## config.mk

```make
export PLATFORM = sky130hd
export DESIGN_NAME = chi_bank_reader
export DESIGN_NICKNAME = d
export VERILOG_FILES = /design/src/rtl/chi_bank_reader_pkg.sv /design/src/rtl/chi_bank_reader_min_tracker.sv /design/src/rtl/chi_bank_reader.sv
export SDC_FILE = /design/constraint.sdc
export NUM_CORES = 1
export LEC_CHECK = 0
export ABC_AREA = 1
export ABC_CLOCK_PERIOD_IN_PS = 1900
export BUFFER_PORTS_ARGS = -buffer_cell sky130_fd_sc_hd__buf_2
export CORE_ASPECT_RATIO = 0.6
export CORE_MARGIN = 2
export CORE_UTILIZATION = 40
export DETAILED_ROUTE_END_ITERATION = 10
export GPL_TIMING_DRIVEN = 0
export PLACE_DENSITY_LB_ADDON = 0.25
export SYNTH_ARGS = -nofsm -noshare
export SYNTH_HDL_FRONTEND = slang
export SYNTH_SLANG_ARGS = --single-unit
```

## constraint.sdc

```tcl
create_clock -name CLOCK -period 1.9 [get_ports CLOCK]
set_input_delay 0.095 -clock CLOCK [delete_from_list [all_inputs] [get_ports CLOCK]]
set_output_delay 0.095 -clock CLOCK [all_outputs]
set_load 0.05 [all_outputs]
```

## src/rtl/chi_bank_reader_pkg.sv

```systemverilog
`default_nettype none
// ============================================================================
// Package : chi_bank_reader_pkg
// Shared definitions for the chi-square bank reader: FSM state encodings,
// default word width and an index-width helper.
// Revision: 1.0 - initial release
// ============================================================================
package chi_bank_reader_pkg;

  // Two-state reader FSM, explicit 1-bit encoding
  localparam logic [0:0] ST_IDLE = 1'b0;
  localparam logic [0:0] ST_SEND = 1'b1;

  localparam int DEFAULT_PARAMETERBITS = 14;
  localparam int DEFAULT_NWORDS        = 8;

  // Bits needed to index n entries (never less than 1)
  function automatic int idx_bits(input int n);
    int b;
    b = 1;
    while ((1 << b) < n) b++;
    return b;
  endfunction

endpackage
`default_nettype wire

```

## src/rtl/chi_bank_reader_min_tracker.sv

```systemverilog
`default_nettype none
// ============================================================================
// Module  : chi_min_tracker
// Running unsigned minimum and its index over one frame of words. init
// restarts the search, update folds in one word, commit publishes the result
// (including the word presented on that same cycle).
// Revision: 1.0 - initial release
// ============================================================================
module chi_min_tracker
  import chi_bank_reader_pkg::*;
#(
  parameter int WIDTH = DEFAULT_PARAMETERBITS,
  parameter int IDXW  = 3
) (
  input  logic             clk,
  input  logic             rst_n,
  input  logic             i_init,
  input  logic             i_update,
  input  logic             i_commit,
  input  logic [WIDTH-1:0] i_word,
  input  logic [IDXW-1:0]  i_idx,
  output logic [WIDTH-1:0] o_min_val,
  output logic [IDXW-1:0]  o_min_idx
);

  logic [WIDTH-1:0] run_min_q, run_min_d;
  logic [IDXW-1:0]  run_idx_q, run_idx_d;
  logic [WIDTH-1:0] min_val_q, min_val_d;
  logic [IDXW-1:0]  min_idx_q, min_idx_d;
  logic             w_take;
  logic [WIDTH-1:0] w_cand_min;
  logic [IDXW-1:0]  w_cand_idx;

  // Strict compare: on a tie the earlier (lower) index is kept
  always_comb begin
    w_take     = (i_word < run_min_q);
    w_cand_min = w_take ? i_word : run_min_q;
    w_cand_idx = w_take ? i_idx  : run_idx_q;
  end

  // Next-state for running and published minimum
  always_comb begin
    run_min_d = run_min_q;
    run_idx_d = run_idx_q;
    min_val_d = min_val_q;
    min_idx_d = min_idx_q;
    if (i_init) begin
      run_min_d = '1;
      run_idx_d = '0;
    end else if (i_update) begin
      run_min_d = w_cand_min;
      run_idx_d = w_cand_idx;
    end
    if (i_commit) begin
      min_val_d = w_cand_min;
      min_idx_d = w_cand_idx;
    end
  end

  // Tracker registers, cleared asynchronously
  always_ff @(posedge clk or negedge rst_n) begin
    if (!rst_n) begin
      run_min_q <= '0;
      run_idx_q <= '0;
      min_val_q <= '0;
      min_idx_q <= '0;
    end else begin
      run_min_q <= run_min_d;
      run_idx_q <= run_idx_d;
      min_val_q <= min_val_d;
      min_idx_q <= min_idx_d;
    end
  end

  assign o_min_val = min_val_q;
  assign o_min_idx = min_idx_q;

endmodule
`default_nettype wire

```

## src/rtl/chi_bank_reader.sv

```systemverilog
`default_nettype none
// ============================================================================
// Module  : chi_bank_reader
// Snapshots NWORDS words of the chi-square/parameter bank on START and
// streams them out over VALID/READY with IDX and LAST tags, reporting the
// frame minimum and its index when the frame completes.
// Revision: 1.0 - initial release
// ============================================================================
module chi_bank_reader
  import chi_bank_reader_pkg::*;
#(
  parameter int PARAMETERBITS = DEFAULT_PARAMETERBITS,
  parameter int NWORDS        = DEFAULT_NWORDS,
  parameter int IDXBITS       = idx_bits(NWORDS)
) (
  input  logic                            CLOCK,
  input  logic                            RESET_N,
  input  logic                            START,
  input  logic [NWORDS*PARAMETERBITS-1:0] BANK_IN,
  output logic [PARAMETERBITS-1:0]        DOUT,
  output logic [IDXBITS-1:0]              IDX,
  output logic                            VALID,
  input  logic                            READY,
  output logic                            LAST,
  output logic                            BUSY,
  output logic                            DONE,
  output logic [PARAMETERBITS-1:0]        MIN_VAL,
  output logic [IDXBITS-1:0]              MIN_IDX
);

  localparam logic [IDXBITS-1:0] LAST_IDX = IDXBITS'(NWORDS - 1);

  logic [0:0]               state_q, state_d;
  logic [PARAMETERBITS-1:0] shadow_q [NWORDS];
  logic [PARAMETERBITS-1:0] shadow_d [NWORDS];
  logic [PARAMETERBITS-1:0] dout_q, dout_d;
  logic [IDXBITS-1:0]       idx_q, idx_d;
  logic                     valid_q, valid_d;
  logic                     last_q, last_d;
  logic                     busy_q, busy_d;
  logic                     done_q, done_d;

  logic [PARAMETERBITS-1:0] w_bank_words [NWORDS];
  logic [IDXBITS-1:0]       w_next_idx;
  logic                     w_xfer;
  logic                     w_accept;
  logic                     w_final;

  genvar gi;
  generate
    for (gi = 0; gi < NWORDS; gi++) begin : g_unpack
      assign w_bank_words[gi] = BANK_IN[gi*PARAMETERBITS +: PARAMETERBITS];
    end
  endgenerate

  assign w_xfer     = valid_q & READY;
  assign w_accept   = (state_q == ST_IDLE) & START;
  assign w_final    = (state_q == ST_SEND) & w_xfer & last_q;
  assign w_next_idx = idx_q + IDXBITS'(1);

  // FSM state register
  always_ff @(posedge CLOCK or negedge RESET_N) begin
    if (!RESET_N) state_q <= ST_IDLE;
    else          state_q <= state_d;
  end

  // FSM next state: leave IDLE on START, return after the LAST transfer
  always_comb begin
    state_d = state_q;
    case (state_q)
      ST_IDLE: if (START)            state_d = ST_SEND;
      ST_SEND: if (w_xfer && last_q) state_d = ST_IDLE;
      default:                       state_d = ST_IDLE;
    endcase
  end

  // FSM outputs: snapshot on accept, advance the stream on each transfer
  always_comb begin
    shadow_d = shadow_q;
    dout_d   = dout_q;
    idx_d    = idx_q;
    valid_d  = valid_q;
    last_d   = last_q;
    busy_d   = busy_q;
    done_d   = 1'b0;
    if (w_accept) begin
      shadow_d = w_bank_words;
      dout_d   = w_bank_words[0];
      idx_d    = '0;
      valid_d  = 1'b1;
      last_d   = 1'b0;
      busy_d   = 1'b1;
    end else if (state_q == ST_SEND && w_xfer) begin
      if (last_q) begin
        valid_d = 1'b0;
        last_d  = 1'b0;
        busy_d  = 1'b0;
        done_d  = 1'b1;
      end else begin
        dout_d = shadow_q[w_next_idx];
        idx_d  = w_next_idx;
        last_d = (w_next_idx == LAST_IDX);
      end
    end
  end

  // Datapath registers, all cleared asynchronously
  always_ff @(posedge CLOCK or negedge RESET_N) begin
    if (!RESET_N) begin
      for (int i = 0; i < NWORDS; i++) shadow_q[i] <= '0;
      dout_q  <= '0;
      idx_q   <= '0;
      valid_q <= 1'b0;
      last_q  <= 1'b0;
      busy_q  <= 1'b0;
      done_q  <= 1'b0;
    end else begin
      shadow_q <= shadow_d;
      dout_q   <= dout_d;
      idx_q    <= idx_d;
      valid_q  <= valid_d;
      last_q   <= last_d;
      busy_q   <= busy_d;
      done_q   <= done_d;
    end
  end

  chi_min_tracker #(
    .WIDTH (PARAMETERBITS),
    .IDXW  (IDXBITS)
  ) u_min (
    .clk       (CLOCK),
    .rst_n     (RESET_N),
    .i_init    (w_accept),
    .i_update  (state_q == ST_SEND && w_xfer),
    .i_commit  (w_final),
    .i_word    (dout_q),
    .i_idx     (idx_q),
    .o_min_val (MIN_VAL),
    .o_min_idx (MIN_IDX)
  );

  assign DOUT  = dout_q;
  assign IDX   = idx_q;
  assign VALID = valid_q;
  assign LAST  = last_q;
  assign BUSY  = busy_q;
  assign DONE  = done_q;

endmodule
`default_nettype wire

```

==> flow_summary.ini <==
[worst_setup_path]
crit_top_cell = nand2_4
crit_family = simple AND/OR/NAND/NOR gates
cpMaxStageDelayCell = dfrtp_2
rr_worst_depth = 11
cp-startpoint = DOUT[13]
startpoint_type = register
crit_arrival_ps = 2220
cp.required_ps = 2220
reg2reg_slack_ps = 5
path_cells = ha_4 > nand2_4 > nor2_4 > nand2_4 > nor2_4 > nand2_8 > nand2_8 > clkbuf_16 > nand2_4 > nand3_2 > nand2_1
r2r_start = DOUT[13]
r2r_end = u_min.run_min_q[3]
critPathCapture = u_min.run_min_q[3]
cp.depth = 11
crit_fanout = 8
path_buf_inv = 1
max_stage_delay_ps = 450
cp-end-kind = register
worstSetupPathType = reg2reg

[sta]
skew_ps = 10.5
setup_violations = 0
fin_crit_sh_pct = 99.8
max_freq_ghz = 0.528
slew_violations = 0
worstMarginPinSlew_ps = 676
worst_slack_ps = 4.74
rsz0062_at_grt = yes
fin_crit_ps = 1900
hold_violations = 0
relSlewSlack_pct = 55.0

[clocking]
cts_tree = yes
htreeDepth = 4
clk_latency_ps = 440
cts_buffer_depth = 2
root_buffer = clkbuf_16
clock_sinks = 167
numCtsBuffers = 17
clk_pin_slew_worst_paths_ps = 60

[global_route]
grt_pass1_vias = 7875
grt_usage_pct = 27.3
overflow = 0
grt_start_max_net_pins = 85
antenna_found_initial = 0
grt_pass1_wl_um = 44100

[logic_synthesis]
muxShareOfSynthArea_pct = 0
synth_compound_area_share_pct = 11.4
netlist_area_sq_mm = 0.00812
synth-adder-area-share_pct = 2.31
synthSimpleGateAreaFrac_pct = 25.8
synth-seq-cells = 167
synth_cell_type_count = 29
synth_top_family_by_area = simple AND/OR/NAND/NOR gates
synth_warnings = 0
synth_xor_area_share_pct = 0.108
avgSynthCellArea_sq_um = 7.89
synthCells = 1030
syn-num-nets = 1161
synth-seq-area-share_pct = 51.4

[cells_and_area]
final_core_utilization_pct = 59.7
layout_commonest_cell = nand2_1
design_area_sq_mm = 0.0119
nets = 1478
final_cell_mix = 383 x nand2_1, 172 x buf_2, 164 x dfrtp_1
diodes = 0
area_delta_synth_final_pct = 46.8
layout-drive-gt1-share_pct = 27.1

[power_and_ir_drop]
internal-power_mw = 12.5
sw_frac_of_total_pct = 46.9
p_sw_mw = 11.0
seqPwrFrac_pct = 26.7
power_mw = 23.5
power.density_mw_per_mm2 = 1970
power_frac_comb_pct = 56.4
leakage_nw = 6.14
ir_worst_vdd_uv = 1040
clock_power_share_pct = 16.9

[routing]
routedWlPerCell_um = 17.9
via_per_inst = 4.98
drc = 0
vias = 8127
routed_wl_um = 29200
drt_iter0_markers = 782
dr.pass1.iters = 7
detail-route-antenna-nets = 0

[floorplanning]
io_pins = 154
die_area_sq_mm = 0.0215
die_w_um = 188
initial_utilization_pct = 40.7
std_cell_rows = 40
core_sq_mm = 0.0200
die_y_um = 114

[place]
place_area_sq_mm = 0.00932
gp_congestion = 0.917
place_ws_ps = -305
dp_hpwl_um = 19500
io_buffer_count = 153

[flow_run]
cap_violations = 0

[status]
status = completed

[min_path]
hold_path.class = in2reg
[stage by stage]
step / TNS (ps) / cells / hold WS [ps]
final: 0 / 1633 / 95.2
after global routing: -1960 / 1633 / 95.1
after CTS: -92.2 / 1616 / 84.2
after detailed placement: -5290 / 1457 / 150
after global placement: -331140 / 1456 / 302
after floorplan: -650 / 1030 / -201
[Yosys cell counts (all sizes together)]
library cell  count  area (sq um)
o22ai             3          18.8
ha               15           188
nand2           407          1590
clkbuf           15          56.3
o21bai            1          7.51
and2              1          8.76
buf              42           248
nand4             6          37.5
inv             109           409
nand3            68           353
dfrtp           167          4180
o211ai           15           113
xnor2             1          8.76
nor2             24           105
a21oi            52           275
o21ai           103           515
clkinv            1          8.76
[final cells by class]
type,instances,area (sq um)
timing repair buffer,299,2240
fill,1789,8050
inverter,110,428
clock inverter,11,194
buffer,55,363
sequential,167,4180
tap,273,342
clock buffer,21,480
multi-input combinational,697,3690
[worst min path at each step]
stage / from / to / cells after the start
2_1_floorplan: RESET_N / BUSY / 0
3_3_place_gp: BANK_IN[37] / shadow_q[79] / 3
3_5_place_dp: RESET_N / shadow_q[44] / 1
4_1_cts: READY / u_min.run_min_q[2] / 4
5_1_grt: READY / u_min.run_min_q[2] / 4
6_report: READY / u_min.run_min_q[2] / 4
[cells by family (layout without fill, tap and decap cells)]
kind of cell | count (synthesis) | after routing
and+or+nand+nor | 506 | 507
AOI/OAI and AO/OA | 174 | 174
DFF | 167 | 167
buffers and inverters | 167 | 496
adders and majority gates | 15 | 15
xor gates and xnor gates | 1 | 1
[what timing repair did]
| action | CTS | global route |
|---|---|---|
| pin swaps | 13 | 38 |
| setup buffers | 14 | 15 |
| hold endpoints to repair | 196 | 0 |
| hold buffers | 114 | 0 |
| gates cloned | 0 | 3 |
| resized for setup | 31 | 100 |
| setup endpoints to repair | 35 | 79 |
[per-layer routing]
| layer | wire [um] | vias up | global-route usage (%) | share of wire [%] |
|---|---|---|---|---|
| met4 | 305 | 0 | 5.20 | 1.0 |
| met1 | 14000 | 3847 | 41.2 | 48 |
| met5 | 0 | - | 0 | 0 |
| li1 | - | 3894 | - | - |
| met3 | 2960 | 27 | 8.67 | 10 |
| met2 | 11900 | 359 | 38.3 | 41 |
[power by group through the flow]
stage	Clock (mW)	Combinational [mW]	Sequential, mW
after floorplan	0	6.23	7.18
after global placement	0	10.1	6.21
after detailed placement	0	10.3	6.22
after CTS	4.02	11.5	6.18
after global routing	4.19	14.3	6.44
final	3.98	13.3	6.29
[worst reg2reg max path: stages, from the launching register on]
cell       delay (ps)
dfrtp_2           450
ha_4              300
nand2_4            50
nor2_4            130
nand2_4            90
nor2_4            190
nand2_8           130
nand2_8           130
clkbuf_16         180
nand2_4            60
nand3_2            50
nand2_1            50
[flip-flops by register name (all words and copies together), names as in the netlist]
signal,flops
LAST,1
IDX,3
BUSY,1
DOUT,14
u_min.run_min_q,14
state_q,1
u_min.run_idx_q,3
DONE,1
u_min.o_min_idx,3
shadow_q,112
u_min.o_min_val,14
Note: power is estimated with default switching activity, not from simulation.
